$ cat src/rtl/irq_ctrl.sv
// Interrupt controller: synchronises and edge/level-detects NUM_SRC sources, masks them,
// picks the lowest-index winner and runs a REQ/ACK/EOI handshake with the core.
module irq_ctrl #(
   parameter int                 NUM_SRC     = 8,
   parameter int                 ID_W        = 3,
   parameter int                 SYNC_STAGES = 2,
   parameter logic [NUM_SRC-1:0] EDGE_MASK   = {NUM_SRC{1'b1}},
   parameter logic [NUM_SRC-1:0] MASK_INIT   = {NUM_SRC{1'b0}}
) (
   input  logic               clk,
   input  logic               reset_n,
   input  logic [NUM_SRC-1:0] irq_src,
   input  logic               mask_we,
   input  logic [NUM_SRC-1:0] mask_wd,
   output logic [NUM_SRC-1:0] mask,
   input  logic               kernel_mode,
   output logic               irq,
   input  logic               irq_ack,
   input  logic               eoi,
   output logic [ID_W-1:0]    irq_id,
   output logic [NUM_SRC-1:0] pending,
   output logic               active
);

   typedef enum logic [1:0] {
      ST_IDLE    = 2'd0,
      ST_REQ     = 2'd1,
      ST_SERVICE = 2'd2
   } state_t;

   state_t             state_r, state_nxt_s;
   logic [ID_W-1:0]    id_r, id_nxt_s, win_s;
   logic [NUM_SRC-1:0] smp_s, prev_r, rise_s;
   logic [NUM_SRC-1:0] pend_r, pend_cur_s, pend_nxt_s, ack_clr_s;
   logic [NUM_SRC-1:0] eligible_s, mask_r;
   logic               ack_take_s, irq_r, active_r;

   generate
      if (SYNC_STAGES == 0) begin : g_bypass
         assign smp_s = irq_src;
      end else begin : g_sync
         logic [NUM_SRC-1:0] sync_r [SYNC_STAGES];

         // Synchroniser shift chain for asynchronous sources.
         always_ff @(posedge clk or negedge reset_n) begin
            if (!reset_n) begin
               for (int i = 0; i < SYNC_STAGES; i++) sync_r[i] <= {NUM_SRC{1'b0}};
            end else begin
               sync_r[0] <= irq_src;
               for (int i = 1; i < SYNC_STAGES; i++) sync_r[i] <= sync_r[i-1];
            end
         end

         assign smp_s = sync_r[SYNC_STAGES-1];
      end
   endgenerate

   // Arbitration sees this cycle's new edges so a request can leave IDLE on the edge
   // that also records them in the pending register.
   assign rise_s     = smp_s & ~prev_r;
   assign pend_cur_s = (EDGE_MASK & (pend_r | rise_s)) | (~EDGE_MASK & smp_s);
   assign eligible_s = pend_cur_s & mask_r;
   // A rising edge landing in the ACK cycle survives the clear (set wins).
   assign pend_nxt_s = (EDGE_MASK & ((pend_r & ~ack_clr_s) | rise_s)) | (~EDGE_MASK & smp_s);

   // Lowest-index eligible source wins.
   always_comb begin
      win_s = {ID_W{1'b0}};
      for (int i = NUM_SRC - 1; i >= 0; i--) begin
         if (eligible_s[i]) begin
            win_s = ID_W'(i);
         end else begin
            win_s = win_s;
         end
      end
   end

   // Pending bit cleared by a granted acknowledge (edge sources only).
   always_comb begin
      ack_clr_s = {NUM_SRC{1'b0}};
      for (int i = 0; i < NUM_SRC; i++) begin
         if (ack_take_s && (id_r == ID_W'(i)) && EDGE_MASK[i]) begin
            ack_clr_s[i] = 1'b1;
         end else begin
            ack_clr_s[i] = 1'b0;
         end
      end
   end

   // Handshake next-state logic.
   always_comb begin
      state_nxt_s = state_r;
      id_nxt_s    = id_r;
      ack_take_s  = 1'b0;
      case (state_r)
         ST_IDLE: begin
            if ((|eligible_s) && !kernel_mode) begin
               state_nxt_s = ST_REQ;
               id_nxt_s    = win_s;
            end else begin
               state_nxt_s = ST_IDLE;
            end
         end
         ST_REQ: begin
            if (irq_ack) begin
               state_nxt_s = ST_SERVICE;
               ack_take_s  = 1'b1;
            end else if (!eligible_s[id_r]) begin
               state_nxt_s = ST_IDLE;
            end else begin
               state_nxt_s = ST_REQ;
            end
         end
         ST_SERVICE: begin
            if (eoi) begin
               state_nxt_s = ST_IDLE;
            end else begin
               state_nxt_s = ST_SERVICE;
            end
         end
         default: begin
            state_nxt_s = ST_IDLE;
            id_nxt_s    = {ID_W{1'b0}};
         end
      endcase
   end

   // State, pending, mask and registered handshake outputs.
   always_ff @(posedge clk or negedge reset_n) begin
      if (!reset_n) begin
         state_r  <= ST_IDLE;
         id_r     <= {ID_W{1'b0}};
         prev_r   <= {NUM_SRC{1'b0}};
         pend_r   <= {NUM_SRC{1'b0}};
         mask_r   <= MASK_INIT;
         irq_r    <= 1'b0;
         active_r <= 1'b0;
      end else begin
         state_r  <= state_nxt_s;
         id_r     <= id_nxt_s;
         prev_r   <= smp_s;
         pend_r   <= pend_nxt_s;
         mask_r   <= mask_we ? mask_wd : mask_r;
         irq_r    <= (state_nxt_s == ST_REQ);
         active_r <= (state_nxt_s == ST_SERVICE);
      end
   end

   assign mask    = mask_r;
   assign irq     = irq_r;
   assign irq_id  = id_r;
   assign pending = pend_r;
   assign active  = active_r;

endmodule

$ cat config.mk
export PLATFORM = sky130hd
export DESIGN_NAME = irq_ctrl
export DESIGN_NICKNAME = d
export VERILOG_FILES = /design/src/rtl/irq_ctrl.sv
export SDC_FILE = /design/constraint.sdc
export NUM_CORES = 1
export LEC_CHECK = 0
export CAP_MARGIN = 20
export CORE_MARGIN = 2
export CORE_UTILIZATION = 44
export DETAILED_ROUTE_END_ITERATION = 10
export GPL_TIMING_DRIVEN = 0
export PLACE_DENSITY = 0.73
export SLEW_MARGIN = 20
export SYNTH_ARGS = -nofsm -noshare
export SYNTH_HDL_FRONTEND = slang
export SYNTH_SLANG_ARGS = --single-unit
$ cat constraint.sdc
create_clock -name clk -period 1.38 [get_ports clk]
set_input_delay 0.138 -clock clk [delete_from_list [all_inputs] [get_ports clk]]
set_output_delay 0.138 -clock clk [all_outputs]
set_load 0.05 [all_outputs]
==> impl_metrics.toml, run 1 <==
[hold_path]
min_delay_worst_endpoint = "g_sync.sync_r[15]"
timing.hold.worst.start = "irq_src[7]"
hold_path_class = "in -> reg"
holdPathStages = 1

[route]
drt.antenna.violating_nets = 0
detailedRoute.firstPassIterationCount = 4
route.detailed.wl_per_inst_um = 15.1
detail_route.iter0.violations = 67
num_vias = 1309
detail_route.drc_violations = 0
totalWireLength_mm = 3.83
vias_per_cell = 5.17

[floorplanning]
floorplan.die.width_um = 69.9
die_h_um = 69.9
number_of_standard_cell_rows_in_the_floorplan = 23
core_sq_mm = 0.00409
ios = 43
die-area_sq_mm = 0.00488
initial_core_util_pct = 46.7

[setup_path]
reg2reg_to = "active"
most_frequent_cell_on_critical_path = "sky130_fd_sc_hd__and4_1"
critPathRequiredTime_ps = 1620
worstPathBufferInverterCount = 0
timing.critical_path.arrival_ps = 1700
rrSetupSlack_ps = -90
critical_path.startpoint = "smp_s[2]"
cp_cell_instances = "nor2b_2 -> o21ai_2 -> and4_1 -> a21o_2 -> and4_1"
r2r_start = "smp_s[2]"
timing.reg2reg.worst_path_depth = 5
criticalPathCategory = "reg -> reg"
cp-start-kind = "register"
cp_max_fanout = 4
path_delay_family = "simple AND/OR/NAND/NOR gates"
slowest_stage = "sky130_fd_sc_hd__dfrtp_1"
end_kind = "register"
cp_slowest_stage_delay_ps = 380

[grt]
grt_antenna_before_repair = 0
largest_net_degree_at_the_start_of_global_routing = 34
grt_first_pass_wirelength_mm = 6.56
number_of_global_route_vias_before_repair = 1377
total_congestion_overflow = 0
grt_use_total_pct = 17.3

[clock_network]
ctsRootBufferMaster = "sky130_fd_sc_hd__clkbuf_8"
number_of_cts_inserted_buffers = 5
htree_levels = 2
cts_max_path_buffers = 2
cts_num_sinks = 47
clock_pin_transition_on_the_worst_setup_and_hold_timing_paths_ps = 90
worst_skew_pair.late_latency_ps = 300
tritoncts = "done"

[final_layout]
syn2layout_area_growth_pct = 35.8
final_common_cell = "sky130_fd_sc_hd__dfrtp_1"
layout.cells.most_common_list = "28 x sky130_fd_sc_hd__dfrtp_1, 19 x sky130_fd_sc_hd__clkdlybuf4s50_1, 19 x sky130_fd_sc_hd__dfrtp_2"
final_layout_size_suffix_gt1_share_pct = 41.4
diodes = 0
final_design_area_no_fill_sq_mm = 0.00259
finish.net_count = 228
final_cells = 253

[pwr]
max-vdd-ir-drop_mv = 0.817
cellLeakagePower_nw = 1.05
power_dens_cells_mw_per_mm2 = 1590

[synthesis]
seq_area_frac_synth_pct = 61.6
dominant_combinational_cell_family_by_area_after_synthesis = "simple AND/OR/NAND/NOR gates"
ys_dominant_reg_cell = "sky130_fd_sc_hd__dfrtp_1"
synth.lib_cells_used.distinct = 32
asyncSetResetFlopFracSynth_pct = 100
ys.warnings.count = 0
portion_of_netlist_area_occupied_by_mux_cells_pct = 4.72
post_synth_and_or_nand_nor_area_fraction_pct = 14.9
post_synthesis_compound_gate_area_fraction_pct = 14.6
yosys_register_bits = 47
synth_enable_flop_cells = 0
synth.net_count = 174
post_synth_inst_count = 148
syn_area_sq_mm = 0.00191
synthXorXnorAreaFrac_pct = 0
synthAdderAreaFrac_pct = 2.62
postSynthAreaPerCell_sq_um = 12.9

[sta]
slew_headroom_pct = 63.4
final_max_slew_viol_count = 0
setup_slack_ps = -87.7
grt_setup_unrepaired = "true"
timing.fmax_mhz = 681
timing_worst_slew_pin_value_ps = 548
finalHoldViolations = 0
timing.final.crit_period_ps = 1470
clock-skew-final_ps = 5.98
timing.final.crit_share_pct = 106
report.final.setup_viol = 6

[placed_design]
gp_congestion = 0.907
detailedPlacementHpwl_mm = 2.82
placed_area_sq_mm = 0.00245
place.detailed.instances = 240
placement.io_buffers = 41
post-place-ws_ps = -231

[run]
max-cap-violations = 0

[outcome]
outcome = "finished, violations left"
violations = "negative setup slack"
[state kept, by name, summed over array words and instances (netlist names)]
| signal | flops |
|---|---|
| prev_r | 8 |
| g_sync.sync_r | 8 |
| irq | 1 |
| smp_s | 8 |
| active | 1 |
| state_r | 2 |
| mask | 8 |
| pending | 8 |
| irq_id | 3 |
[logic make-up (layout without fill, tap and decap cells)]
| group | Yosys count | after routing |
|---|---|---|
| flip-flops | 47 | 47 |
| multiplexers | 8 | 8 |
| buffers and inverters | 7 | 62 |
| adder cells (fa/ha/maj) | 4 | 4 |
| AND/OR/NAND/NOR | 45 | 45 |
| AO/OA/AOI/OAI | 37 | 37 |
[how the worst max path moves through the flow]
| stage | slack [ps] | end | cells after the start |
|---|---|---|---|
| after global routing | -170 | active | 5 |
| final | -90 | active | 5 |
| after global placement | -1140 | mask[0] | 1 |
| after detailed placement | -230 | active | 6 |
| after CTS | -170 | active | 6 |
| after floorplan | -40 | active | 4 |
[Yosys cell counts, drive strengths merged, types with 2 or more instances]
library cell	number	area, sq um
a31oi	4	25.0
and4	3	26.3
buf	2	10.0
dfrtp	47	1180
ha	4	50.1
inv	4	15.0
mux2	8	90.1
nand2	7	26.3
nand2b	12	75.1
nand3	5	25.0
nand4	2	12.5
nor2b	11	91.3
o21a	3	22.5
o21ai	18	120
o22ai	3	18.8
o31ai	2	15.0
or2	2	12.5
[through the flow]
step           power [mW]  utilization [%]  setup TNS [ps]  hold WS, ps
5_1_grt              4.37             63.5            -865          253
3_5_place_dp         3.19             59.9           -1380         76.3
6_report             4.13             63.5            -330          266
2_1_floorplan        2.71                -           -48.9         -158
3_3_place_gp         3.16             59.5          -50120          333
4_1_cts              4.08             63.7            -472          260
[final cells by class]
class	instances	area [sq um]
Multi-Input combinational cell	94	790
Clock buffer	6	82.6
Timing Repair Buffer	47	408
Inverter	4	15.0
Clock inverter	2	16.3
Buffer	3	20.0
Tap cell	50	62.6
Fill cell	344	1490
Sequential cell	47	1200
[per-layer routing]
layer  GRT usage (%)  share of wire [%]  vias to the layer above
met5               0                  0                        -
met4            6.41                1.5                        0
met3            5.19                5.2                        7
met2            28.3                 51                       38
met1            21.7                 42                      631
li1                -                  -                      633
[what timing repair did]
action,4_1_cts,5_1_grt
endpoints found under the setup margin,31,24
setup buffers,3,1
hold buffers,1,0
pin swaps,7,10
gates cloned,0,0
hold endpoints to repair,14,0
gates resized for setup,41,28
[report_power, final]
part	internal [mW]	switching, mW
registers	1.56	0.145
clock network	0.409	0.451
logic	0.603	0.964
total	2.57	1.56
(Power assumes the default switching activity.)
==> run 2, diff against run 1 <==
Clock period 1.38 ns to 1.3 ns, I/O delays scaled along.
==> impl_metrics.toml, run 2 (synthesis results as in run 1) <==
[final_layout]
final_layout_size_suffix_gt1_share_pct = 51.5
layout.cells.most_common_list = "28 x sky130_fd_sc_hd__dfrtp_1, 19 x sky130_fd_sc_hd__clkdlybuf4s50_1, 19 x sky130_fd_sc_hd__dfrtp_2"
diodes = 0
final_common_cell = "sky130_fd_sc_hd__dfrtp_1"
final_cells = 256
final_core_utilization_pct = 68.2
syn2layout_area_growth_pct = 46.1
finish.net_count = 231

[route]
detailedRoute.firstPassIterationCount = 4
detail_route.iter0.violations = 56
vias_per_cell = 5.43
totalWireLength_mm = 4.40
detail_route.drc_violations = 0
drt.antenna.violating_nets = 0
route.detailed.wl_per_inst_um = 17.2
num_vias = 1389

[setup_path]
cp-start-kind = "register"
criticalPathCategory = "reg -> reg"
timing.reg2reg.worst_path_depth = 5
critPathRequiredTime_ps = 1470
rrSetupSlack_ps = -120
timing.critical_path.arrival_ps = 1590
r2r_start = "smp_s[2]"
cp_max_fanout = 4
end_kind = "register"
reg2reg_to = "irq_id[0]"

[placed_design]
placement.io_buffers = 41
detailedPlacementHpwl_mm = 3.07
place.detailed.instances = 240
post-place-ws_ps = -279
gp_congestion = 0.820

[floorplanning]
die-area_sq_mm = 0.00488
die_h_um = 69.9
core_sq_mm = 0.00409
ios = 43
floorplan.die.width_um = 69.9
initial_core_util_pct = 46.7
number_of_standard_cell_rows_in_the_floorplan = 23

[grt]
grt_first_pass_wirelength_mm = 7.14
total_congestion_overflow = 0
largest_net_degree_at_the_start_of_global_routing = 31
number_of_global_route_vias_before_repair = 1466
grt_antenna_before_repair = 0
grt_use_total_pct = 18.9

[outcome]
violations = "negative setup slack"
outcome = "finished, violations left"

[sta]
timing_worst_slew_pin_value_ps = 567
slew_headroom_pct = 62.2
clock-skew-final_ps = 9.53
finalHoldViolations = 0
total_negative_slack_ps = -906
timing.final.crit_share_pct = 109
report.final.setup_viol = 11
timing.final.crit_period_ps = 1420
setup_slack_ps = -121
timing.fmax_mhz = 704
grt_setup_unrepaired = "true"
final_max_slew_viol_count = 0

[pwr]
net-switching-power_mw = 1.82
swShare_pct = 38.8
final_total_power_mw = 4.69
power_dens_cells_mw_per_mm2 = 1680
combinationalPowerShare_pct = 41.0
max-vdd-ir-drop_mv = 1.00
cellLeakagePower_nw = 1.11
internal_power_mw = 2.87
power.share.sequential_pct = 39.3
clockPowerShare_pct = 19.7

[clock_network]
cts_num_sinks = 47
htree_levels = 2
cts_max_path_buffers = 2
tritoncts = "done"
ctsRootBufferMaster = "sky130_fd_sc_hd__clkbuf_8"
clock_pin_transition_on_the_worst_setup_and_hold_timing_paths_ps = 80
worst_skew_pair.late_latency_ps = 300
number_of_cts_inserted_buffers = 5

[run]
max-cap-violations = 0

[hold_path]
timing.hold.worst.start = "irq_src[2]"
hold_path_class = "in -> reg"
min_delay_worst_endpoint = "g_sync.sync_r[10]"
holdPathStages = 1
run 2: cell types whose count changed in the layout (fill, tap and decap cells not counted), moves of 2 or more:
cell and change:
sky130_fd_sc_hd__nor2b_2 -4, sky130_fd_sc_hd__o21ai_4 +5, sky130_fd_sc_hd__o21ai_0 -5, sky130_fd_sc_hd__and4_1 -2, sky130_fd_sc_hd__and4_4 +2, sky130_fd_sc_hd__clkbuf_2 -9, sky130_fd_sc_hd__buf_4 +2, sky130_fd_sc_hd__nor2b_4 +4
sky130_fd_sc_hd__dlygate4sd2_1 -2, sky130_fd_sc_hd__clkdlybuf4s15_1 -6, sky130_fd_sc_hd__clkdlybuf4s15_2 +16
run 2: through the flow:
step                instance area (sq um)  hold WS, ps
floorplan                            1980         -166
global placement                     2450          331
detailed placement                   2460         87.4
CTS                                  2710          255
global route                         2790          253
finish                               2790          264
run 2: cell type report:
class / instances / area (sq um)
plain buffers: 3 / 20.0
clock buffers: 6 / 82.6
multi-input cells: 94 / 896
repair buffers: 50 / 497
clock inverters: 2 / 16.3
inverters: 4 / 15.0
fillers: 309 / 1300
well taps: 50 / 62.6
flip-flops and latches: 47 / 1200
run 2: worst max-delay path by stage:
stage	endpoint	startpoint	slack, ps	cells after the start
finish	irq_id[0]	smp_s[2]	-120	5
global route	active	smp_s[4]	-180	5
CTS	active	prev_r[1]	-200	5
detailed placement	pending[0]	irq_ack	-280	5
global placement	mask[7]	reset_n	-1210	1
floorplan	active	mask[1]	-120	4
run 2: repair_timing:
action                                 in CTS  in global routing
gates resized for setup                    82                 22
setup endpoints to repair                  32                 18
hold buffers                                1                  0
pin swaps                                  10                 15
endpoints found under the hold margin      17                  0
setup buffers                               6                  1
run 2: worst max-delay path: stages (launching register included):
cell and delay [ps]:
sky130_fd_sc_hd__dfrtp_1 400, sky130_fd_sc_hd__nor2b_4 150, sky130_fd_sc_hd__o21ai_4 190, sky130_fd_sc_hd__nand2_2 90, sky130_fd_sc_hd__o41ai_2 340, sky130_fd_sc_hd__o22ai_1 120
run 2: power groups by stage:
stage / Combinational (mW) / Sequential, mW / Clock, mW
after CTS: 1.75 / 1.83 / 0.957
after floorplan: 0.697 / 2.21 / 0
after global placement: 1.59 / 1.83 / 0
final: 1.92 / 1.84 / 0.923
after detailed placement: 1.60 / 1.84 / 0
after global routing: 2.02 / 1.86 / 1.01
run 2: routing by layer:
layer	wire length, um	GRT usage [%]	part of all wire, %	vias up
li1	-	-	-	632
met3	195	5.05	4.4	4
met1	1810	22.4	41	719
met2	2350	32.8	53	34
met4	39	7.05	0.89	0
met5	0	0	0	-
